$ cat src/rtl/ex_branch_unit.sv
// Execute-stage branch/jump unit: resolves conditional branches, JAL/JALR and AUIPC,
// holds one result until both the writeback and the fetch-redirect handshakes finish.
module ex_branch_unit #(
    parameter int XLEN   = 32,
    parameter int IALIGN = 4,
    parameter int CNT_W  = 32
) (
    input  logic             clk,
    input  logic             rst,
    input  logic             flush,
    input  logic             in_valid,
    output logic             in_ready,
    input  logic [3:0]       in_op,
    input  logic [XLEN-1:0]  in_pc,
    input  logic [XLEN-1:0]  in_rs1,
    input  logic [XLEN-1:0]  in_rs2,
    input  logic [XLEN-1:0]  in_imm,
    input  logic [4:0]       in_rd,
    input  logic             in_pred_taken,
    input  logic [XLEN-1:0]  in_pred_target,
    output logic             out_valid,
    input  logic             out_ready,
    output logic [4:0]       out_rd,
    output logic [XLEN-1:0]  out_rd_data,
    output logic             out_rd_en,
    output logic             out_exc,
    output logic [XLEN-1:0]  out_badaddr,
    output logic             redir_valid,
    input  logic             redir_ready,
    output logic [XLEN-1:0]  redir_pc,
    output logic [CNT_W-1:0] cnt_branch,
    output logic [CNT_W-1:0] cnt_mispred
);

    typedef enum logic [3:0] {
        OP_BEQ   = 4'd0,
        OP_BNE   = 4'd1,
        OP_BLT   = 4'd2,
        OP_BGE   = 4'd3,
        OP_BLTU  = 4'd4,
        OP_BGEU  = 4'd5,
        OP_JAL   = 4'd6,
        OP_JALR  = 4'd7,
        OP_AUIPC = 4'd8
    } op_e;

    typedef enum logic {S_EMPTY, S_HOLD} state_e;

    localparam logic [XLEN-1:0] ALIGN_MASK = XLEN'(IALIGN - 1);

    state_e          state_q, state_d;
    logic            accept;
    logic            out_clear, redir_clear;
    logic            is_ctrl_q;

    logic [XLEN-1:0] pc_imm, pc_4, jalr_tgt, target, rd_data_c;
    logic            taken_c, is_ctrl_c, writes_rd_c;
    logic            misaligned_c, mispred_c, redirect_c, rd_en_c;

    // Resolve the incoming instruction; everything here is captured on accept.
    // NOTE: every always_comb output gets a default first, so no path can infer a latch.
    always_comb begin
        pc_imm      = in_pc + in_imm;
        pc_4        = in_pc + XLEN'(4);
        jalr_tgt    = (in_rs1 + in_imm) & ~XLEN'(1);
        target      = pc_imm;
        taken_c     = 1'b0;
        is_ctrl_c   = 1'b0;
        writes_rd_c = 1'b0;
        rd_data_c   = '0;
        case (in_op)
            OP_BEQ:  begin is_ctrl_c = 1'b1; taken_c = (in_rs1 == in_rs2); end
            OP_BNE:  begin is_ctrl_c = 1'b1; taken_c = (in_rs1 != in_rs2); end
            OP_BLT:  begin is_ctrl_c = 1'b1; taken_c = ($signed(in_rs1) <  $signed(in_rs2)); end
            OP_BGE:  begin is_ctrl_c = 1'b1; taken_c = ($signed(in_rs1) >= $signed(in_rs2)); end
            OP_BLTU: begin is_ctrl_c = 1'b1; taken_c = (in_rs1 <  in_rs2); end
            OP_BGEU: begin is_ctrl_c = 1'b1; taken_c = (in_rs1 >= in_rs2); end
            OP_JAL: begin
                is_ctrl_c   = 1'b1;
                taken_c     = 1'b1;
                writes_rd_c = 1'b1;
                rd_data_c   = pc_4;
            end
            OP_JALR: begin
                is_ctrl_c   = 1'b1;
                taken_c     = 1'b1;
                writes_rd_c = 1'b1;
                rd_data_c   = pc_4;
                target      = jalr_tgt;
            end
            OP_AUIPC: begin
                writes_rd_c = 1'b1;
                rd_data_c   = pc_imm;
            end
            default: ;
        endcase

        misaligned_c = taken_c && ((target & ALIGN_MASK) != '0);
        rd_en_c      = writes_rd_c && (in_rd != 5'd0) && !misaligned_c;
        mispred_c    = is_ctrl_c && ((taken_c != in_pred_taken) ||
                       (taken_c && in_pred_taken && (target != in_pred_target)));
        redirect_c   = mispred_c && !misaligned_c;
    end

    // A handshake is "clear" if it is not pending or completes this cycle.
    assign out_clear   = !out_valid   || out_ready;
    assign redir_clear = !redir_valid || redir_ready;

    always_comb begin
        state_d  = state_q;
        in_ready = 1'b0;
        case (state_q)
            S_EMPTY: in_ready = 1'b1;
            S_HOLD:  in_ready = out_clear && redir_clear;
            default: in_ready = 1'b0;
        endcase
        if (flush || !rst)
            in_ready = 1'b0;
        accept = in_valid && in_ready;

        if (flush)
            state_d = S_EMPTY;
        else if (accept)
            state_d = S_HOLD;
        else if (state_q == S_HOLD && out_clear && redir_clear)
            state_d = S_EMPTY;
    end

    // NOTE: state registers use non-blocking assignment so every flop samples pre-edge values.
    always_ff @(posedge clk or negedge rst) begin
        if (!rst)
            state_q <= S_EMPTY;
        else
            state_q <= state_d;
    end

    // NOTE: the whole result/counter bank is reset, since reset must leave every output at zero.
    always_ff @(posedge clk or negedge rst) begin
        if (!rst) begin
            out_valid   <= 1'b0;
            redir_valid <= 1'b0;
            out_rd      <= '0;
            out_rd_data <= '0;
            out_rd_en   <= 1'b0;
            out_exc     <= 1'b0;
            out_badaddr <= '0;
            redir_pc    <= '0;
            is_ctrl_q   <= 1'b0;
            cnt_branch  <= '0;
            cnt_mispred <= '0;
        end else if (flush) begin
            out_valid   <= 1'b0;
            redir_valid <= 1'b0;
        end else begin
            if (out_valid && out_ready) begin
                out_valid <= 1'b0;
                if (is_ctrl_q)
                    cnt_branch <= cnt_branch + CNT_W'(1);
            end
            if (redir_valid && redir_ready) begin
                redir_valid <= 1'b0;
                cnt_mispred <= cnt_mispred + CNT_W'(1);
            end
            // A new entry overrides the completion clears above (back-to-back issue).
            if (accept) begin
                out_valid   <= 1'b1;
                redir_valid <= redirect_c;
                out_rd      <= in_rd;
                out_rd_data <= rd_data_c;
                out_rd_en   <= rd_en_c;
                out_exc     <= misaligned_c;
                out_badaddr <= misaligned_c ? target : '0;
                redir_pc    <= taken_c ? target : pc_4;
                is_ctrl_q   <= is_ctrl_c;
            end
        end
    end

endmodule

$ cat config.mk
export PLATFORM = sky130hd
export DESIGN_NAME = ex_branch_unit
export DESIGN_NICKNAME = d
export VERILOG_FILES = /design/src/rtl/ex_branch_unit.sv
export SDC_FILE = /design/constraint.sdc
export NUM_CORES = 1
export LEC_CHECK = 0
export CORE_AREA = 5 5 170 172
export CTS_CLUSTER_DIAMETER = 50
export DETAILED_ROUTE_END_ITERATION = 12
export DIE_AREA = 0 0 175 177
export PLACE_DENSITY = 0.8
export RECOVER_POWER = 100
export SLEW_MARGIN = 15
export SYNTH_ARGS = -nofsm -noshare
export SYNTH_HDL_FRONTEND = slang
export SYNTH_SLANG_ARGS = --single-unit
export TNS_END_PERCENT = 30
$ cat constraint.sdc
create_clock -name clk -period 3 [get_ports clk]
set_clock_uncertainty 0.15 [all_clocks]
set_input_delay 0.6 -clock clk [delete_from_list [all_inputs] [get_ports clk]]
set_output_delay 0.6 -clock clk [all_outputs]
set_load 0.005 [all_outputs]
==> results.tsv <==
stage	metric	value	unit
global_route	top_usage_layer	met2	
clock_tree	clockBufferDepth	2	
clock_tree	path_clk_slew	0.07	ns
sta	period_share	1.25	
global_route	grt_pass1_vias	17600	
sta	rsz0062_at_grt	true	
floorplan	dieArea	31000	um2
floorplan	start_util	0.498	
final_layout	area_delta_synth_final	72.5	%
final_layout	drive_gt1_frac	0.368	
routing	routed_wirelength	69.7	mm
placement	port_buffers	345	
floorplan	rows	61	
critical_path	cp_max_fo	3	
global_route	grtUsageMet1	0.476	
pwr	cellPowerDensity	407	nW/um2
final_layout	final_core_util	0.860	
logic_synthesis	yosys_most_used_dff	dfrtp_1	
clock_tree	cts_num_sinks	171	
sta	fin_crit	3.74	ns
critical_path	endpoint_kind	flop	
global_route	grt_pass1_wl	99.5	mm
routing	avgViaCountPerCell	6.33	
logic_synthesis	post_synth_inst_count	1614	
routing	vias	17400	
placement	dp_hpwl	47.2	mm
global_route	grt_overflow	0	
global_route	grtUsageMet3	0.0912	
pwr	vdd_drop_max	0.439	mV
critical_path	arrival	3.90	ns
floorplan	io_pins	346	
logic_synthesis	synth_edf_count	0	
routing	wire_per_inst	25.4	um
global_route	grt_use_met2	0.718	
logic_synthesis	async_flop_share	1.00	
critical_path	r2r_cells	11	
final_layout	n_fill_cell	1383	
sta	finalSetupTns	-21.24	ns
sta	setup_violations	116	
global_route	grt_max_degree	83	
routing	drtIter0Drc	1868	
global_route	grtUsageTotal	0.412	
clock_tree	ctsHtreeMaxLevel	4	
final_layout	fin_cells	2749	
critical_path	r2r-end	cnt_mispred[31]$_DFFE_PN0P_	
logic_synthesis	yosys_warnings	0	
pwr	p_leak	10.6	nW
sta	fin_ws	-0.736	ns
min_path	hold_class	flop to flop	
clock_tree	clockRootBuffer	clkbuf_16	
placement	placed_cells	2669	
logic_synthesis	ys_seq_area_frac	0.314	
logic_synthesis	synth_area	13600	um2
min_path	worstHoldStart	out_rd[4]$_DFFE_PN0P_	
clock_tree	cts_tree	done	
status	status	complete, but fails checks	
final_layout	mostFrequentLayoutCell	buf_4	
pwr	finalPower	9.56	mW
sta	fmax	268	MHz
global_route	antenna_found_initial	1	
critical_path	start_kind	primary input	
sta	maxSlewViolCount	151	
routing	drtPass1Iterations	7	
routing	ant_nets	0	
final_layout	seqCellArea	4280	um2
floorplan	fp.dieW	175	um
final_layout	layout.nets	2664	
floorplan	fp.coreArea	27300	um2
sta	finalHoldViolCount	0	
logic_synthesis	syn_avg_cell_area	8.44	um2
critical_path	r2r_setup_slack	-0.07	ns
placement	place_congestion	1.01	
final_layout	final_cell_mix	425 x buf_4, 204 x nand2_1, 171 x dfrtp_1, 171 x dlygate4sd3_1, 130 x nor2_1	
final_layout	multi_input_area	10900	um2
routing	drc_errors	0	
sta	worst_pin_slew	2.01	ns
floorplan	fp.dieH	177	um
critical_path	crit_end	redir_valid$_DFFE_PN0P_	
critical_path	r2r_start	redir_valid$_DFFE_PN0P_	
clock_tree	cts_buffers	17	
final_layout	final_cell_area	23500	um2
clock_tree	clk_latency	0.44	ns
critical_path	crit_start	in_imm[0]	
logic_synthesis	syn_nets	1889	
run	max-cap-violations	2	
min_path	holdPathStages	2	
placement	place_area	20600	um2
critical_path	critPathKind	primary input to flop	
logic_synthesis	synth.distinct_cells	76	
status	violations	max-capacitance violations, max-slew violations, negative setup slack	
sta	relSlewSlack	-0.340	
critical_path	required	3.16	ns
logic_synthesis	yosys_register_bits	171	
## synthesized netlist by cell type (47+ instances only)
library cell	number	area, um2
nand3_1	53	265
inv_1	54	203
a21oi_1	106	531
xnor2_1	107	937
clkbuf_1	51	191
nand2_1	213	800
ha_1	97	1210
dfrtp_1	171	4280
nor2_1	136	510
xor2_1	78	683
nand4_1	47	294
o21ai_0	94	470
## report_power, final
group	switching, mW	total, mW	leakage (nW)	internal, mW
clock network	1.07	2.26	0.295	1.20
logic	2.30	4.56	8.06	2.27
registers	0.187	2.73	2.28	2.54
## area by class of cell
class,count,share of cell area
Sequential cell,171,0.182
Clock buffer,18,0.0183
Antenna cell,1,0.000106
Clock inverter,14,0.00751
Timing Repair Buffer,826,0.302
Inverter,54,0.00894
Tap cell,346,0.0184
Multi-Input combinational cell,1319,0.463
## registers in the layout (all words and copies together), names as in the netlist
register     flops
out_badaddr     32
redir_pc        32
state_q          1
cnt_branch      32
out_rd_data     32
redir_valid      1
cnt_mispred     32
is_ctrl_q        1
out_exc          1
out_rd           5
out_valid        1
out_rd_en        1
## cell families after synthesis
family | after synthesis | share of synthesized area
flip-flops | 171 | 0.314
AO/OA/AOI/OAI | 419 | 0.200
buffers and inverters | 124 | 0.0419
XOR/XNOR | 185 | 0.119
multiplexers | 42 | 0.0334
adder cells (fa/ha/maj) | 99 | 0.0921
AND/OR/NAND/NOR | 574 | 0.200
## worst min-delay path by stage
stage	to
6_report	out_rd[4]$_DFFE_PN0P_
5_1_grt	out_rd[1]$_DFFE_PN0P_
4_1_cts	redir_pc[0]$_DFFE_PN0P_
3_5_place_dp	out_rd[1]$_DFFE_PN0P_
3_3_place_gp	out_badaddr[27]$_DFFE_PN0P_
2_1_floorplan	cnt_branch[0]$_DFFE_PN0P_
## stage by stage
step,worst slack (ns),hold slack [ns]
after floorplan,-0.760,0.154
after global placement,-1.59,0.308
after detailed placement,-1.68,0.315
after CTS,-0.789,0.288
after global routing,-0.789,0.360
final,-0.736,0.322
## worst max-delay path, cell delays in order
cell and delay, ns:
buf_8 0.10, and2_4 0.15, fa_2 0.35, a21o_4 0.25, a221oi_4 0.28, o211ai_4 0.14
a211oi_4 0.37, o31ai_4 0.13, nor4b_4 0.14, a2111o_1 0.43, xor2_1 0.19, or4_4 0.52
nor4_2 0.14, a31oi_1 0.11
## routing by layer
layer	up-vias	wire length [um]	share of wire
met5	-	0	0
met4	0	5110	0.073
met3	403	7500	0.11
met2	1355	32800	0.47
met1	8236	24300	0.35
li1	7406	-	-
## what timing repair did
action                     in CTS  in global routing
pin swaps                     152                 78
hold endpoints to repair       22                  0
setup buffers                  33                 21
gates cloned                    3                  0
resized for setup             631                126
setup endpoints to repair      89                 80
hold buffers                    1                  0
Power figures use the tool's default switching activity.
==> edit, RTL diff (config.mk and constraints unchanged) <==
Register the output `redir_pc` once more; this adds one clock of latency there. The other outputs are not delayed to match.
--- a/src/rtl/ex_branch_unit.sv
+++ b/src/rtl/ex_branch_unit.sv
@@ -48,4 +48,6 @@
 
     localparam logic [XLEN-1:0] ALIGN_MASK = XLEN'(IALIGN - 1);
+
+    logic [XLEN-1:0] redir_pc_s0;
 
     state_e          state_q, state_d;
@@ -145,5 +147,5 @@
             out_exc     <= 1'b0;
             out_badaddr <= '0;
-            redir_pc    <= '0;
+            redir_pc_s0 <= '0;
             is_ctrl_q   <= 1'b0;
             cnt_branch  <= '0;
@@ -171,5 +173,5 @@
                 out_exc     <= misaligned_c;
                 out_badaddr <= misaligned_c ? target : '0;
-                redir_pc    <= taken_c ? target : pc_4;
+                redir_pc_s0 <= taken_c ? target : pc_4;
                 is_ctrl_q   <= is_ctrl_c;
             end
@@ -177,4 +179,8 @@
     end
 
+    always_ff @(posedge clk) begin
+        redir_pc <= redir_pc_s0;
+    end
+
 endmodule
 
Check against the original RTL: not equivalent (Yosys sat finds a counterexample within 4 cycles, from zero or initial values and one cycle with rst low).
==> edit against the unedited design <==
Global-route usage down 6.0 points. The flow still finishes with violations (capacitance limit, slew limit, setup timing). Final area fell by 0.70%. Sequential cell count increased by 32. Area after synthesis up 1.2%. Fmax decreased by 17%. Setup slack lost 0.78 ns. Sequential share of layout area grew 2.9 points. Utilization down 0.60 points. Total power grew 6.8%. Wire length is 6.0% lower.
==> edit: results (changes against the unedited design) <==
| Metric | Value |
|---|---|
| Vias | `16760 (-3.7%)` |
| CTS HTree Levels | `1 (-3)` |
| Post-synthesis sequential area ratio | `35.7% (+4.3 points)` |
| Setup Total Neg Slack | `-38.33 ns (-17.09 ns)` |
| R2R Setup Slk | `-0.31 ns (-0.24 ns)` |
| Hpwl dp | `45300 um (-3.9%)` |
| Final Slew Violations | `172 (+14%)` |
| Clock buffer count from CTS | `19 (+2)` |
| Max Cap Viol | `1 (-1)` |
| Final setup fails | `97 (-16%)` |
| Root Driver | `clkbuf_16` |
| Synth top area cells | `dfrtp_1 31%, ha_1 8.8%, xnor2_1 7.1%, nand2_1 5.3%, xor2_1 5.0%` |
| Metal2 WL | `31100 um (-5.2%)` |
| Leak pwr | `11.1 nW (+4.2%)` |
| DR WL met3 | `6350 um (-15%)` |
| Vias in the first global route | `15870 (-9.7%)` |
| First-pass GRT wire length | `86800 um (-13%)` |
| Clk_lat worst skew | `0.50 ns (+0.06 ns)` |
| Post-route setup slack | `-1.51 ns (-0.779 ns)` |
| WL/cell | `24.2 um (-4.6%)` |
| Routed met1 length | `24100 um (-1.0%)` |
| Gp weighted congestion | `0.978 (-3.2%)` |
| Commonest cells in the synthesized netlist | `194 x nand2_1, 171 x dfrtp_1, 124 x nor2_1` |
| Synth Net Count | `1851 (-2.0%)` |
| Failing checks | `capacitance limit, slew limit, setup timing` |
| CP arrival | `4.74 ns (+0.84 ns)` |
| DRC errors left | `0 (unchanged)` |
| Final net count | `2622 (-1.6%)` |
| First DRT Iteration DRCs | `1877 (+0.48%)` |
| GR Layer Usage met2 | `60.3% (-11 points)` |
| Largest net degree at the start of global routing | `172 (+110%)` |
| Met1 global-route usage | `45.5% (-2.1 points)` |
| Total track usage | `35.2% (-6.0 points)` |
| Max_slew headroom | `-54.8% (-21 points)` |
| Status | `finished, violations left` |
| Proportion of layout cells with a drive suffix above 1 | `31.4% (-5.4 points)` |
| FILL cells | `1467 (+6.1%)` |
| DR top layer | `met4` |
| Synth cell types | `79 (+3.9%)` |
| Drt pass-1 iters | `6 (-1)` |
| GRT met3 Usage | `4.91% (-4.2 points)` |
| Clk buf depth | `3 (+1)` |
| Maximum VDD drop | `0.448 mV (+2.0%)` |
| Post-synth ARST share | `84.2% (-16 points)` |
[edit: changes by cell type after synthesis, sizes merged, moves of 9 or more]
cell   before  now
nand2     214  195
a22o        3   19
o31ai      34    5
nor2      136  124
a221o       0   15
o21ai     105   85
mux2       28    4
dfxtp       0   32
nor3       22   31
[edit: final timing paths]
kind	from	end	depth (start not counted)
min	redir_pc_s0[17]$_DFFE_PN0P_	redir_pc[17]$_DFF_P_	0
min in group asynchronous	rst	cnt_mispred[16]$_DFFE_PN0P_	2
max	in_rs2[11]	redir_valid$_DFFE_PN0P_	18
max reg2reg	redir_valid$_DFFE_PN0P_	redir_pc_s0[8]$_DFFE_PN0P_	9
min reg2reg	redir_pc_s0[17]$_DFFE_PN0P_	redir_pc[17]$_DFF_P_	0
max in group asynchronous	rst	out_rd_data[17]$_DFFE_PN0P_	2
[edit: final cells by class]
type                    count  area, um^2  area share [%]
diodes                      1        2.50          0.0107
well taps                 346         433            1.86
repair buffers            822        7270            31.2
flip-flops and latches    203        4920            21.1
inverters                  52         213           0.911
clock buffers              26         552            2.36
multi-input cells        1249        9820            42.1
clock inverters             8         129           0.552
[edit: timing repair]
item,in CTS,in global routing
gates cloned,0,6
resized for setup,130,276
endpoints found under the setup margin,84,82
buffers inserted,10,24
pin swaps,50,117
[edit: worst max-delay path, cell delays in order]
cell and delay [ns]:
clkdlybuf4s50_1 0.47, inv_1 0.06, ha_4 0.21, nor2b_1 0.14
o21ai_1 0.25, a21oi_2 0.12, o41ai_4 0.58, mux2i_4 0.33
o22ai_4 0.13, ha_4 0.25, nand2b_4 0.14, nor4_4 0.16
o2111ai_2 0.17, a2111o_1 0.39, nor4_2 0.17, nand4_1 0.12
nor4bb_1 0.30, a32oi_1 0.14
[edit: through the flow]
stage	setup slack (ns)	std cells	utilization [%]	hold WS (ns)	area, um^2
2_1_floorplan	-1.47	1576	-	0.154	14000
3_3_place_gp	-2.23	2634	76.7	0.204	20900
3_5_place_dp	-2.40	2634	76.7	0.207	20900
4_1_cts	-1.29	2677	80.7	0.217	22000
5_1_grt	-1.66	2707	85.4	0.231	23300
6_report	-1.51	2707	85.4	0.222	23300
[edit: power breakdown]
part	total [W]	internal, W	switching, W
combinational	0.00422	0.00215	0.00206
clock	0.00263	0.00156	0.00107
sequential	0.00336	0.00310	0.000259
[edit: cells by family (layout without fill, tap and decap cells)]
| logic type | Yosys count | count (layout) | synth area share, % |
|---|---|---|---|
| adder cells (fa/ha/maj) | 99 | 99 | 9.10 |
| multiplexers | 18 | 18 | 1.34 |
| AND/OR/NAND/NOR | 541 | 541 | 18.4 |
| other | 0 | 1 | 0 |
| XOR/XNOR | 191 | 191 | 12.2 |
| AO/OA/AOI/OAI | 400 | 400 | 19.7 |
| buffers and inverters | 124 | 908 | 3.55 |
| flip-flops | 203 | 203 | 35.7 |
